File: src/rtl/uart_rx_ctrl.sv
// UART receive frame sequencer: start detect, oversample edge/bit counters, checker strobes.
// Build option UART_RX_GLITCH_FILTER_EN: a start needs RX_IN low on two consecutive cycles.
//
//   state    | meaning
//   S_IDLE   | line idle, waiting for a low sample
//   S_START  | inside start bit, start check at its last edge
//   S_DATA   | data bits 1..8, deserializer shift at each bit end
//   S_PARITY | parity bit, parity check at its last edge
//   S_STOP   | stop bit, stop check at its last edge
//   S_DONE   | one cycle, data_valid if the frame was clean
module uart_rx_ctrl (
  input  logic       clk,
  input  logic       rstn,
  input  logic       RX_IN,
  input  logic [5:0] prescale,
  input  logic       parity_enable,
  input  logic       start_glitch,
  input  logic       parity_error,
  input  logic       stop_error,
  output logic [5:0] edge_cnt,
  output logic [3:0] bit_cnt,
  output logic       samp_en,
  output logic       deser_en,
  output logic       start_chk_en,
  output logic       par_chk_en,
  output logic       stop_chk_en,
  output logic       data_valid,
  output logic       busy
);

  typedef enum logic [2:0] {
    S_IDLE, S_START, S_DATA, S_PARITY, S_STOP, S_DONE
  } state_t;

  state_t     state_q, state_d;
  logic [5:0] edge_q, edge_d;
  logic [5:0] p_q, p_d, p_legal;
  logic [3:0] bit_q, bit_d;
  logic       par_en_q, par_en_d;
  logic       err_q, err_d;
  logic       eob, eob_d, start_det;
  logic       samp_en_q, deser_en_q, start_chk_q, par_chk_q, stop_chk_q;
  logic       data_valid_q, busy_q;

`ifdef UART_RX_GLITCH_FILTER_EN
  localparam logic [5:0] ENTRY_EDGE = 6'd2;
  logic rx_prev_q;
  assign start_det = ~RX_IN & ~rx_prev_q;

  always_ff @(posedge clk) begin
    if (!rstn) rx_prev_q <= 1'b1;
    else       rx_prev_q <= RX_IN;
  end
`else
  localparam logic [5:0] ENTRY_EDGE = 6'd1;
  assign start_det = ~RX_IN;
`endif

  always_comb begin
    p_legal  = (prescale == 6'd8 || prescale == 6'd16) ? prescale : 6'd32;
    eob      = (edge_q == p_q - 6'd1);
    state_d  = state_q;
    edge_d   = edge_q;
    bit_d    = bit_q;
    p_d      = p_q;
    par_en_d = par_en_q;
    err_d    = err_q;
    case (state_q)
      S_IDLE, S_DONE: begin
        state_d = S_IDLE;
        edge_d  = '0;
        bit_d   = '0;
        err_d   = 1'b0;
        // the detecting cycle is edge 0, so the frame enters START already advanced
        if (start_det) begin
          state_d  = S_START;
          edge_d   = ENTRY_EDGE;
          p_d      = p_legal;
          par_en_d = parity_enable;
        end
      end
      default: begin
        if (!eob) begin
          edge_d = edge_q + 6'd1;
        end else begin
          edge_d = '0;
          bit_d  = bit_q + 4'd1;
          case (state_q)
            S_START: begin
              if (start_glitch) begin
                state_d = S_IDLE;
                bit_d   = '0;
              end else begin
                state_d = S_DATA;
              end
            end
            S_DATA: begin
              if (bit_q == 4'd8) state_d = par_en_q ? S_PARITY : S_STOP;
            end
            S_PARITY: begin
              err_d   = err_q | parity_error;
              state_d = S_STOP;
            end
            S_STOP: begin
              err_d   = err_q | stop_error;
              state_d = S_DONE;
              bit_d   = '0;
            end
            default: ;
          endcase
        end
      end
    endcase
    eob_d = (edge_d == p_d - 6'd1);
  end

  // outputs are registered from next-state values so they line up with the counters
  always_ff @(posedge clk) begin
    if (!rstn) begin
      state_q      <= S_IDLE;
      edge_q       <= '0;
      bit_q        <= '0;
      p_q          <= 6'd32;
      par_en_q     <= 1'b0;
      err_q        <= 1'b0;
      samp_en_q    <= 1'b0;
      deser_en_q   <= 1'b0;
      start_chk_q  <= 1'b0;
      par_chk_q    <= 1'b0;
      stop_chk_q   <= 1'b0;
      data_valid_q <= 1'b0;
      busy_q       <= 1'b0;
    end else begin
      state_q      <= state_d;
      edge_q       <= edge_d;
      bit_q        <= bit_d;
      p_q          <= p_d;
      par_en_q     <= par_en_d;
      err_q        <= err_d;
      samp_en_q    <= (state_d == S_START) || (state_d == S_DATA) ||
                      (state_d == S_PARITY) || (state_d == S_STOP);
      deser_en_q   <= (state_d == S_DATA) && eob_d;
      start_chk_q  <= (state_d == S_START) && eob_d;
      par_chk_q    <= (state_d == S_PARITY) && eob_d;
      stop_chk_q   <= (state_d == S_STOP) && eob_d;
      data_valid_q <= (state_d == S_DONE) && !err_d;
      busy_q       <= (state_d != S_IDLE);
    end
  end

  assign edge_cnt     = edge_q;
  assign bit_cnt      = bit_q;
  assign samp_en      = samp_en_q;
  assign deser_en     = deser_en_q;
  assign start_chk_en = start_chk_q;
  assign par_chk_en   = par_chk_q;
  assign stop_chk_en  = stop_chk_q;
  assign data_valid   = data_valid_q;
  assign busy         = busy_q;

endmodule

File: config.mk
export PLATFORM = sky130hd
export DESIGN_NAME = uart_rx_ctrl
export DESIGN_NICKNAME = d
export VERILOG_FILES = /design/src/rtl/uart_rx_ctrl.sv
export SDC_FILE = /design/constraint.sdc
export NUM_CORES = 1
export LEC_CHECK = 0
export CAP_MARGIN = 40
export CORE_MARGIN = 2
export CORE_UTILIZATION = 35
export DETAILED_ROUTE_END_ITERATION = 8
export PLACE_DENSITY_LB_ADDON = 0.1
export SYNTH_ARGS = -nofsm -noshare
export SYNTH_HDL_FRONTEND = slang
export SYNTH_SLANG_ARGS = --single-unit
File: constraint.sdc
create_clock -name clk -period 3.71 [get_ports clk]
set_input_delay 0.742 -clock clk [delete_from_list [all_inputs] [get_ports clk]]
set_output_delay 0.742 -clock clk [all_outputs]
set_load 0.005 [all_outputs]
# After elaboration in Yosys (flattened, before gate mapping)
# Index checks and enable logic that the tools add are counted.
dict set report totals {
  inputBits 13
  ff_bits 28
  out_inout_bits 17
  elab_cells 69
}
dict set report classes {
  reduce_logical 15
  n_addsub 4
  n_mux 18
  n_eq_ne 15
  n_bitwise 4
}
# operator count
set op_table {}
lappend op_table {{$mux 6} 5}
lappend op_table {{$eq 3x2->1 const B} 4}
lappend op_table {{$eq 3x3->1 const B} 4}
lappend op_table {{$eq 6x6->1} 2}
lappend op_table {{$mux 3} 4}
lappend op_table {{$pmux 3 s4} 1}
lappend op_table {{$sub 6x1->6 const B} 2}
lappend op_table {{$pmux 4 s2} 1}
lappend op_table {{$add 6x1->6 const B} 1}
lappend op_table {{$eq 3x1->1 const B} 2}
lappend op_table {{$eq 6x4->1 const B} 1}
lappend op_table {{$eq 6x5->1 const B} 1}
lappend op_table {{$logic_and 1x1->1} 5}
lappend op_table {{$add 4x1->4 const B} 1}
lappend op_table {{$eq 4x4->1 const B} 1}
lappend op_table {{$logic_or 1x1->1} 4}
lappend op_table {{$mux 1} 4}
lappend op_table {{$mux 4} 1}
lappend op_table {{$logic_not 3->1} 1}
lappend op_table {{$reduce_bool 3->1} 1}
lappend op_table {{$reduce_or 3->1} 1}
lappend op_table {{$mux 2} 1}
lappend op_table {{$not 1->1} 2}
lappend op_table {{$or 1x1->1} 2}
lappend op_table {{other kinds (4)} 4}

# Logic depth before layout (Yosys ltp)
dict set report logic_depth {
  word_depth 9
  depth_mapped 15
  mapped_depth_nobuf 11
}

# Worst setup path after synthesis
# No wires, ideal clock.
dict set report synth_timing {
  path_type {input port to flip-flop}
  startpoint {input RX_IN}
  endpoint {register deser_en_q, in the netlist deser_en}
  required_time_ns 3.618
  path_slack_ns 0.496
  n_path_buf 3
  t_arrival_ns 3.122
  path_stages 13
  setup_time_ns 0.092
  path_cell_list {or3_1 -> clkbuf_1 -> buf_1 -> nand2_1 -> ha_1 -> clkbuf_1 -> nor3b_1 -> xor2_1 -> o211a_1 -> a31oi_1 -> o22ai_1 -> o221ai_1 -> nor4_1}
}
dict set report synth_via {
  elab_chain_len 5
  word_cells_on_any_way 10
  classes_between {1 x add/sub; 2 x eq/ne; 6 x mux; 1 x reduce/logical}
}
# element line_no
set synth_rtl {}
lappend synth_rtl {{from (decl)} 14} ;# input logic RX_IN,
lappend synth_rtl {{$mux 6} 75} ;# if (start_det) begin
lappend synth_rtl {{$mux 6} 68} ;# case (state_q)
lappend synth_rtl {{$sub 6x1->6} 114} ;# eob_d = (edge_d == p_d - 6'd1);
lappend synth_rtl {{$eq 6x6->1} 114}
lappend synth_rtl {{$logic_and 1x1->1 (*)} 142} ;# deser_en_q <= (state_d == S_DATA) && eob_d;
lappend synth_rtl {{to (signal assigned)} 142}
lappend synth_rtl {{to (decl)} 42} ;# logic samp_en_q, deser_en_q, start_chk_q, par_chk_q, stop_chk_q;
# Every way passes the cells marked *; elsewhere a longest branch is shown, timed or not.
# A chain may end at the register's enable or synchronous reset.

# Worst setup path after layout
# Same ends and word-level chain as after synthesis.

==> summary.txt <==
Via density - 5.27
Die Wd - 74.4 um
Fin nets - 253
Min cycle time layout - 3.23 ns
Placed instance count - 297
First-pass GRT wire length - 7090 um
I/O Pins - 30
Cts bufs inserted - 3
Crit Path Class - input pin to register
Ys Warns - 0
Synth Register Bits - 28
Cell variety after synth - 58
Fin. max-slew vios - 0
Clock Latency Late Sink - 0.28 ns
Crit path DAT - 3.41 ns
Routed vias - 1585
N_diodes - 0
Req. time, crit path - 3.89 ns
Routability cong. - 0.884
Post-synth EDFFs - 0
Share of cells above drive strength 1 - 0.0769
Initial Util - 0.365
Cell area after technology mapping - 1730 um^2
Final setup fails - 0
WL per Instance - 13.7 um
# DRC - 0
CP max FO - 10
Setup Skew - 0.00718 ns
CTS root buf - clkbuf_8
Post-cts resize count - 0
Worst setup SP type - input pin
Num rows - 25
Clock buffer depth - 2
Filler cells - 504
Worst-margin pin slew - 0.500 ns
Reg clk slew, reported paths - 0.09 ns
Max Cap Viol - 0
Commonest non-fill, non-tap cell in the layout - clkdlybuf4s50_1
Pleak - 0.792 nW
Total Routing Usage GR - 0.164
Final WL - 4140 um
CTS Hold Bufs - 0
Maximum number of pins on one net before global-route repair - 16
Postcts setup bufs - 0
Commonest non-fill, non-tap cells in the layout - clkdlybuf4s50_1, dfxtp_1, nor2_1
Area delta synth->final - 23.2%
Synthesized area per cell - 8.34 um^2
Setup TNS - 0 ns
Clock sinks - 28
Antenna violations before repair - 0
Fin crit share - 0.870
ANT nets after route - 0
Fin. Hold Viols - 0
Remaining global-route overflow - 0
Number of port buffers - 29
Outcome - finished clean
Dominant synthesized flop cell - dfxtp_1
Fraction of registers with async set/reset - 0
Die Y - 74.4 um
RSZ-0062 raised after global routing - false
DRT iter0 DRCs - 63
Total core area - 4750 um^2
Drt first pass iters - 4
DP HPWL - 3260 um
CTS tree - built
Worst slew margin - 0.663
Min Hold Slack - 0.481 ns
PwrDens - 275 nW/um^2
Die area - 5530 um^2
Non-Filler Instances - 301
VDD IR max - 0.143 mV
Vias in the first global route - 1517
Worst Hold Class - register to register
Syn_nets - 226
Post-synthesis sequential area ratio - 0.323
H-tree Lvls - 1
FMAX - 310 MHz
CP Capture Type - register
Syn Inst Count - 208
cell usage after synthesis (4+ instances only):
| cell | count | area share |
|---|---|---|
| nor2b_1 | 6 | 0.022 |
| nand4_1 | 4 | 0.014 |
| inv_1 | 10 | 0.022 |
| nor3_1 | 7 | 0.020 |
| dfxtp_1 | 28 | 0.32 |
| nand3_1 | 5 | 0.014 |
| xor2_1 | 10 | 0.051 |
| a21oi_1 | 8 | 0.023 |
| ha_1 | 5 | 0.036 |
| nand2_1 | 16 | 0.035 |
| xnor2_1 | 9 | 0.045 |
| nor2_1 | 25 | 0.054 |
| clkbuf_1 | 6 | 0.013 |
routing by layer:
layer | part of all wire | routed length (um) | GRT usage
met1 | 0.50 | 2090 | 0.235
met2 | 0.43 | 1780 | 0.250
met3 | 0.053 | 218 | 0.0257
met4 | 0.014 | 57 | 0.0575
met5 | 0 | 0 | 0
flip-flops by register name, summed over array words and instances (netlist names), 3 cells and up:
signal / flops
state_q: 3
p_q: 6
bit_cnt: 4
edge_cnt: 6
cell type report:
type / instances / area, um^2 / share of cell area
timing repair buffer: 31 / 305 / 0.143
tap: 67 / 83.8 / 0.0393
clock buffer: 4 / 55.1 / 0.0258
multi-input combinational: 161 / 1090 / 0.512
sequential: 28 / 561 / 0.262
inverter: 10 / 37.5 / 0.0176
worst max-delay path, stage by stage:
cell	delay, ns
clkdlybuf4s50_1	0.45
or3_1	0.52
nand2_1	0.13
ha_1	0.16
nor3b_1	0.22
xor2_1	0.24
o211a_1	0.18
a31oi_1	0.04
o22ai_1	0.16
o221ai_1	0.25
nor4_1	0.30
logic make-up (layout without fill, tap and decap cells):
kind of cell | Yosys count | in the layout | synth area share
AOI/OAI and AO/OA | 43 | 43 | 0.191
xor gates and xnor gates | 20 | 20 | 0.109
adders and majority gates | 5 | 5 | 0.0361
buffers and inverters | 19 | 45 | 0.0462
DFF | 28 | 28 | 0.323
muxes | 2 | 2 | 0.0115
and+or+nand+nor | 91 | 91 | 0.283
stage by stage:
stage          cell area [um^2]  utilization  power (mW)  worst slack, ns
2_1_floorplan              1730            -       0.366            0.496
3_3_place_gp               2080        0.438       0.401            0.353
3_5_place_dp               2080        0.438       0.400            0.250
4_1_cts                    2140        0.449       0.594            0.519
5_1_grt                    2140        0.449       0.615            0.233
6_report                   2140        0.449       0.587            0.482
final timing paths:
| kind | startpoint | endpoint | slack (ns) | cells past startpoint |
|---|---|---|---|---|
| min reg2reg | par_en_q | par_en_q | 0.48 | 2 |
| max reg2reg | state_q[2] | deser_en | 0.79 | 11 |
| max | RX_IN | deser_en | 0.48 | 11 |
| min | par_en_q | par_en_q | 0.48 | 2 |
report_power, final:
part | switching [mW] | internal [mW] | total, mW
Sequential | 0.00674 | 0.306 | 0.313
Combinational | 0.0421 | 0.0382 | 0.0802
Clock | 0.0987 | 0.0953 | 0.194
Total | 0.147 | 0.440 | 0.587
Note: power is estimated with default switching activity, not from simulation.
